[src/rtl/dmem_arbiter.sv]
// dmem_arbiter
// Shares the single-port data memory between the CPU memory stage and the LCD
// reader. One access is in flight at a time. The CPU has priority, but the
// LCD is guaranteed a slot after STARVE_LIMIT consecutive CPU wins while it
// waits.
//
// Ports
//   clk, rst                      clock, synchronous active-high reset
//   cpu_req/we/addr/wdata         CPU request (level, held until serviced)
//   cpu_gnt, cpu_rvalid           one-cycle pulses: issued / read data valid
//   cpu_rdata                     CPU read data, held until the next CPU read
//   cpu_stall                     CPU must not advance (combinational)
//   lcd_req/addr                  LCD read request (level)
//   lcd_gnt, lcd_rvalid, lcd_rdata  LCD counterparts of the CPU outputs
//   mem_addr/wdata/rd_en/wr_en    registered memory command
//   mem_rdata                     memory data, valid RD_LATENCY cycles after rd_en
module dmem_arbiter #(
  parameter int ADDR_WIDTH   = 32,
  parameter int DATA_WIDTH   = 32,
  parameter int RD_LATENCY   = 1,
  parameter int STARVE_LIMIT = 4
) (
  input  logic                  clk,
  input  logic                  rst,
  input  logic                  cpu_req,
  input  logic                  cpu_we,
  input  logic [ADDR_WIDTH-1:0] cpu_addr,
  input  logic [DATA_WIDTH-1:0] cpu_wdata,
  output logic                  cpu_gnt,
  output logic                  cpu_rvalid,
  output logic [DATA_WIDTH-1:0] cpu_rdata,
  output logic                  cpu_stall,
  input  logic                  lcd_req,
  input  logic [ADDR_WIDTH-1:0] lcd_addr,
  output logic                  lcd_gnt,
  output logic                  lcd_rvalid,
  output logic [DATA_WIDTH-1:0] lcd_rdata,
  output logic [ADDR_WIDTH-1:0] mem_addr,
  output logic [DATA_WIDTH-1:0] mem_wdata,
  output logic                  mem_rd_en,
  output logic                  mem_wr_en,
  input  logic [DATA_WIDTH-1:0] mem_rdata
);

  localparam logic [2:0] LAT  = 3'(RD_LATENCY);
  localparam logic [3:0] SLIM = 4'(STARVE_LIMIT);

  typedef enum logic [1:0] {IDLE, ISSUE, WAIT, RESP} state_t;

  state_t      state, state_nxt;
  logic        own_lcd;     // owner of the access in flight
  logic        we_q;        // latched write flag of the access in flight
  logic [2:0]  wait_cnt;
  logic [3:0]  starve_cnt;
  logic        arb_pt, any_req, lcd_win, rd_done;

  // IDLE and RESP are both arbitration points, so back-to-back accesses
  // need no idle bubble.
  assign arb_pt  = (state == IDLE) || (state == RESP);
  assign any_req = cpu_req | lcd_req;
  assign lcd_win = lcd_req & (~cpu_req | (starve_cnt == SLIM));
  assign rd_done = (state == WAIT) && (wait_cnt == LAT);

  always_ff @(posedge clk) begin
    if (rst) state <= IDLE;
    else     state <= state_nxt;
  end

  always_comb begin
    state_nxt = state;
    case (state)
      IDLE, RESP: state_nxt = any_req ? ISSUE : IDLE;
      ISSUE:      state_nxt = we_q ? IDLE : WAIT;
      WAIT:       if (wait_cnt == LAT) state_nxt = RESP;
      default:    state_nxt = IDLE;
    endcase
  end

  always_ff @(posedge clk) begin
    if (rst) begin
      own_lcd    <= 1'b0;
      we_q       <= 1'b0;
      wait_cnt   <= '0;
      starve_cnt <= '0;
      mem_addr   <= '0;
      mem_wdata  <= '0;
      mem_rd_en  <= 1'b0;
      mem_wr_en  <= 1'b0;
      cpu_rdata  <= '0;
      lcd_rdata  <= '0;
    end else begin
      // Enables are loaded at the arbitration edge so they are high exactly
      // during ISSUE; every other edge clears them.
      mem_rd_en <= 1'b0;
      mem_wr_en <= 1'b0;
      if (arb_pt && any_req) begin
        own_lcd   <= lcd_win;
        we_q      <= ~lcd_win & cpu_we;
        mem_addr  <= lcd_win ? lcd_addr : cpu_addr;
        if (!lcd_win) mem_wdata <= cpu_wdata;
        mem_rd_en <= lcd_win | ~cpu_we;
        mem_wr_en <= ~lcd_win & cpu_we;
      end

      // Counts CPU wins that pushed a waiting LCD back; any point where the
      // LCD is not waiting, or wins, resets the guarantee window.
      if (arb_pt) begin
        if (!lcd_req || lcd_win)     starve_cnt <= '0;
        else if (starve_cnt != 4'hF) starve_cnt <= starve_cnt + 4'd1;
      end

      if (state == ISSUE)     wait_cnt <= 3'd1;
      else if (state == WAIT) wait_cnt <= wait_cnt + 3'd1;

      if (rd_done) begin
        if (own_lcd) lcd_rdata <= mem_rdata;
        else         cpu_rdata <= mem_rdata;
      end
    end
  end

  assign cpu_gnt    = (state == ISSUE) && !own_lcd;
  assign lcd_gnt    = (state == ISSUE) &&  own_lcd;
  assign cpu_rvalid = (state == RESP)  && !own_lcd;
  assign lcd_rvalid = (state == RESP)  &&  own_lcd;

  // Writes release the CPU at grant, reads at data return.
  assign cpu_stall = cpu_req & ~(cpu_gnt & cpu_we) & ~cpu_rvalid;

endmodule

[config.mk]
export PLATFORM = sky130hd
export DESIGN_NAME = dmem_arbiter
export DESIGN_NICKNAME = d
export VERILOG_FILES = /design/src/rtl/dmem_arbiter.sv
export SDC_FILE = /design/constraint.sdc
export NUM_CORES = 1
export LEC_CHECK = 0
export ABC_AREA = 1
export BUFFER_PORTS_ARGS = -buffer_cell sky130_fd_sc_hd__buf_2
export CAP_MARGIN = 20
export CORE_AREA = 4 4 118 120
export DETAILED_ROUTE_END_ITERATION = 10
export DIE_AREA = 0 0 122 124
export PLACE_DENSITY = 0.76
export SYNTH_ARGS = -nofsm -noshare
export SYNTH_HDL_FRONTEND = slang
export SYNTH_SLANG_ARGS = --single-unit
export TNS_END_PERCENT = 100
[constraint.sdc]
create_clock -name clk -period 3.3 [get_ports clk]
set_clock_uncertainty 0.05 [all_clocks]
set_input_delay 0.99 -clock clk [delete_from_list [all_inputs] [get_ports clk]]
set_output_delay 0.99 -clock clk [all_outputs]
set_load 0.02 [all_outputs]
Word level (Yosys, flattened, before mapping) --
Index checks and enable logic that the tools add are counted.
Operators by class: add/sub/neg operators 2, muxes and demuxes 9, equal/unequal tests 7, reductions and logical operators 20, bitwise logic cells 15
Operators with widths (number):
- $mux 32 | 1
- $mux 4 | 2
- $reduce_and 2->1 | 4
- $not 1->1 | 7
- $logic_and 1x1->1 | 6
- $pmux 2 s3 | 1
- $reduce_or 2->1 | 3
- $and 1x1->1 | 5
- $add 4x1->4 const B | 1
- $eq 2x2->1 const B | 2
- $eq 4x3->1 const B | 1
- $mux 2 | 2
- $ne 4x4->1 const B | 1
- $reduce_bool 2->1 | 2
- $add 3x1->3 const B | 1
- $eq 3x1->1 const B | 1
- $mux 1 | 3
- $or 1x1->1 | 3
- $eq 2x1->1 const B | 1
- $logic_not 1->1 | 2
- $logic_not 2->1 | 1
- $logic_or 1x1->1 | 2
- $ne 2x2->1 const B | 1
Storage, ports and cells: register bits 141, output and inout bits 135, input port bits 133, word-level logic and storage cells 65

Logic depth before layout (Yosys ltp) --
word-level depth 6, depth in mapped cells 10, mapped depth without buffers 9

Worst setup path before layout --
Ideal clock, no wire load.
kind input to output, start input cpu_req, end output cpu_stall, required time 2260 ps, path buffers 0, slack 651 ps, stages on the path 2, data arrival time 1609 ps, cell sequence inv_1 -> a211oi_1
On the way: cells in the longest elaborated chain, start to end 2
RTL lines:
- start: declaration | line 25 | input logic cpu_req,
- $and 1x1->1 (2 in a row) | line 128 | assign cpu_stall = cpu_req & ~(cpu_gnt & cpu_we) & ~cpu_rvalid;
- end: declaration | line 32 | output logic cpu_stall,
No other way between the ends.

Final worst setup path --
start register state[1], end output cpu_stall
On the way: cells in the longest elaborated chain, start to end 6, elaborated cells on any way between the ends 9, classes of those cells eq/ne (2); bitwise (5); reduce/logical (2)
RTL lines:
- start: declaration | line 50 | state_t state, state_nxt;
- start signal: assignment | line 66 | else state <= state_nxt;
- $eq 2x1->1 | line 122 | assign cpu_gnt = (state == ISSUE) && !own_lcd;
- $logic_and 1x1->1 | line 122
- $and 1x1->1 | line 128
- $not 1->1 | line 128
- $and 1x1->1 | line 128
- $and 1x1->1 * | line 128
Every way passes the cells marked *; elsewhere a longest branch is shown, timed or not.

==> flow_summary.toml <==
[power]
total_power_mw = 4.372
swShare = 0.3035
power_density_nw_per_um2 = 572.2
ir_drop_mv = 0.3483
comb_power_share = 0.158
p_clk_frac = 0.418
p_switching_mw = 1.327
p_leak_nw = 4.011
pwr-share-seq = 0.424
internal_power_mw = 3.045

[synthesis]
async_flop_share = 0
syn_nets = 906
netlist_instances = 766
synth_area_leader_cell = "dfxtp_1"
syn_area_sq_um = 5673
synth.distinct_cells = 23
synth-main-ff-cell = "dfxtp_1"
synth_compound_area_frac = 0.1308
yosys.area_share.simple = 0.2550
yosysSeqAreaShare = 0.4976
synth_top_family_by_area = "simple AND/OR/NAND/NOR gates"
synth_top_area_share = 0.4976
yosys-top-cells-count = "dfxtp_1 (141), nor2_1 (140), o21ai_0 (100), nand2_1 (82), inv_1 (81)"
muxShareOfSynthArea = 0
synth_warnings = 0
synth_edf_count = 0
ys_top_cells_by_area = "dfxtp_1 (50%), nor2_1 (9.3%), o21ai_0 (8.8%)"
syn_area_per_cell_sq_um = 7.406
synth_seq_cells = 141
yosys.area_share.adder = 0.01544
synth-xor-area-share = 0.001544
synth.most_common_cell = "dfxtp_1"

[sta]
finalCriticalPeriod_ns = 2.658
whs_ns = 0.3899
setup_viol = 0
max_slew_margin = 0.3094
fin_setup_tns_ns = 0
max_freq_mhz = 376.2
worst_pin_slew_ns = 1.035
maxSlewViolCount = 0
post-route-period-util = 0.8054
rsz0062_at_grt = "false"
finalHoldViolCount = 0

[setup_path]
path_max_fanout = 4
critPathKind = "reg2out"
startpoint_type = "flop"
cp.arrival_ns = 1.62
crit-reg2reg-launch = "state[0]"
endpoint_kind = "output port"
startpoint = "state[1]"
cp.required_ns = 2.26

[clock_network]
clockRootBuffer = "clkbuf_16"
post-cts-setup-buffers = 0
post_cts_resized = 0
cts_buffers = 17
cts_sinks = 141
clock_latency_ns = 0.40
clockBufferDepth = 2
cts_max_level = 4
path_clk_slew_ns = 0.06
postCtsHoldBufs = 0
cts_tree = "done"

[die]
start_util = 0.4371
pin_count = 268
die_h_microns = 124
num_rows = 42
core_area_sq_um = 12980
dieArea_sq_um = 15130
die_w_microns = 122

[finish]
diodes = 0
fillerInstances = 1288
finish.net_count = 1147
syn2layout_area_growth_pct = 34.69
fin_cells = 1196
layout-drive-gt1-share = 0.3137

[run]
maxCapViolCount = 0

[placement]
dpl.cell_count = 1164
portBuffers = 267
dpl.hpwl_mm = 11.33
gp_congestion = 0.8149

[global_route]
grt_overflow_total = 0
grt_pass1_wl_mm = 25.53
grt_max_degree = 135
grt_usage = 0.2088
grt_pass1_vias = 5282
antenna_found_initial = 0

[drt]
routed_wl_mm = 16.49
drt-pass1-iter-count = 6
drtIter0Drc = 355
vias_per_cell = 4.848
antenna_left = 0
routedWlPerCell_microns = 13.78
vias = 5798
drcViolationCount = 0

[min_path]
hold_path_startpoint = "lcd_rdata[30]"
hp-class = "reg2reg"

[run_status]
status = "completed"
==> logic make-up after synthesis <==
family / count (synthesis)
compound gates: 144
buf+inv: 139
fa+ha+maj: 7
xor+xnor: 1
simple gates: 334
flops: 141
==> through the flow <==
stage | area (sq um) | util | setup slack [ns]
floorplan | 5673 | - | 0.6506
global placement | 7072 | 0.5448 | 0.6903
detailed placement | 7072 | 0.5448 | 0.6884
CTS | 7641 | 0.5887 | 0.6343
global route | 7641 | 0.5887 | 0.4938
finish | 7641 | 0.5887 | 0.6421
==> critical path, stage by stage, from the launching register on <==
cell      delay, ns
dfxtp_1        0.36
inv_1          0.07
ha_1           0.19
inv_1          0.12
nor2_1         0.09
a211oi_1       0.20
buf_2          0.20
==> layout by cell type (no fill, tap or decap) <==
cell,instances
nor3b_1,1
a21oi_1,38
clkinv_2,2
a211oi_1,2
inv_1,80
o211ai_1,1
inv_8,4
buf_2,267
a31oi_1,2
inv_2,4
o21ai_0,100
nand2_1,82
buf_12,1
xor2_1,1
nor3_1,1
buf_4,8
ha_1,7
nand3_2,1
clkbuf_16,17
clkinv_4,1
clkinvlp_4,1
nand2_2,3
a21oi_4,1
dfxtp_1,141
clkinv_8,1
nor2_1,139
nand4_1,36
nor2_2,1
inv_6,7
or2_2,1
nand3_1,69
==> power groups by stage <==
stage               clock [mW]  sequential (mW)  combinational, mW
floorplan                    0             2.00              0.325
global placement             0             1.89              0.687
detailed placement           0             1.89              0.692
CTS                       1.88             1.85              0.695
global route              1.95             1.86              0.766
finish                    1.83             1.85              0.691
==> metal layers <==
layer,global-route usage,up-vias,share of wire
met5,0,-,0
met4,0.06162,0,0.013
met3,0.07675,19,0.098
met2,0.3546,225,0.48
met1,0.2482,2585,0.41
li1,-,2969,-
==> cell type report <==
class                      instances  area (sq um)  area share
clock buffer                      17         425.4     0.05567
inverter                          85         320.3     0.04192
timing repair buffer             276          1416      0.1854
clock inverter                    15         143.9     0.01883
multi-input combinational        486          2292      0.3000
tap                              176         220.2     0.02882
sequential                       141          2823      0.3694
==> sequential cells by signal (all words and copies together), names as in the netlist <==
name,flops
wait_cnt,3
we_q,1
mem_wdata,32
mem_rd_en,1
mem_addr,32
own_lcd,1
state,2
lcd_rdata,32
starve_cnt,4
mem_wr_en,1
cpu_rdata,32
==> final timing paths <==
kind / end / slack (ns) / cells past startpoint
worst min-delay path: lcd_rdata[30] / 0.39 / 2
worst max-delay path: cpu_stall / 0.64 / 6
worst min register to register: lcd_rdata[30] / 0.39 / 2
worst max register to register: cpu_rdata[31] / 1.24 / 7
No activity file was read; power rests on OpenSTA's default activity.
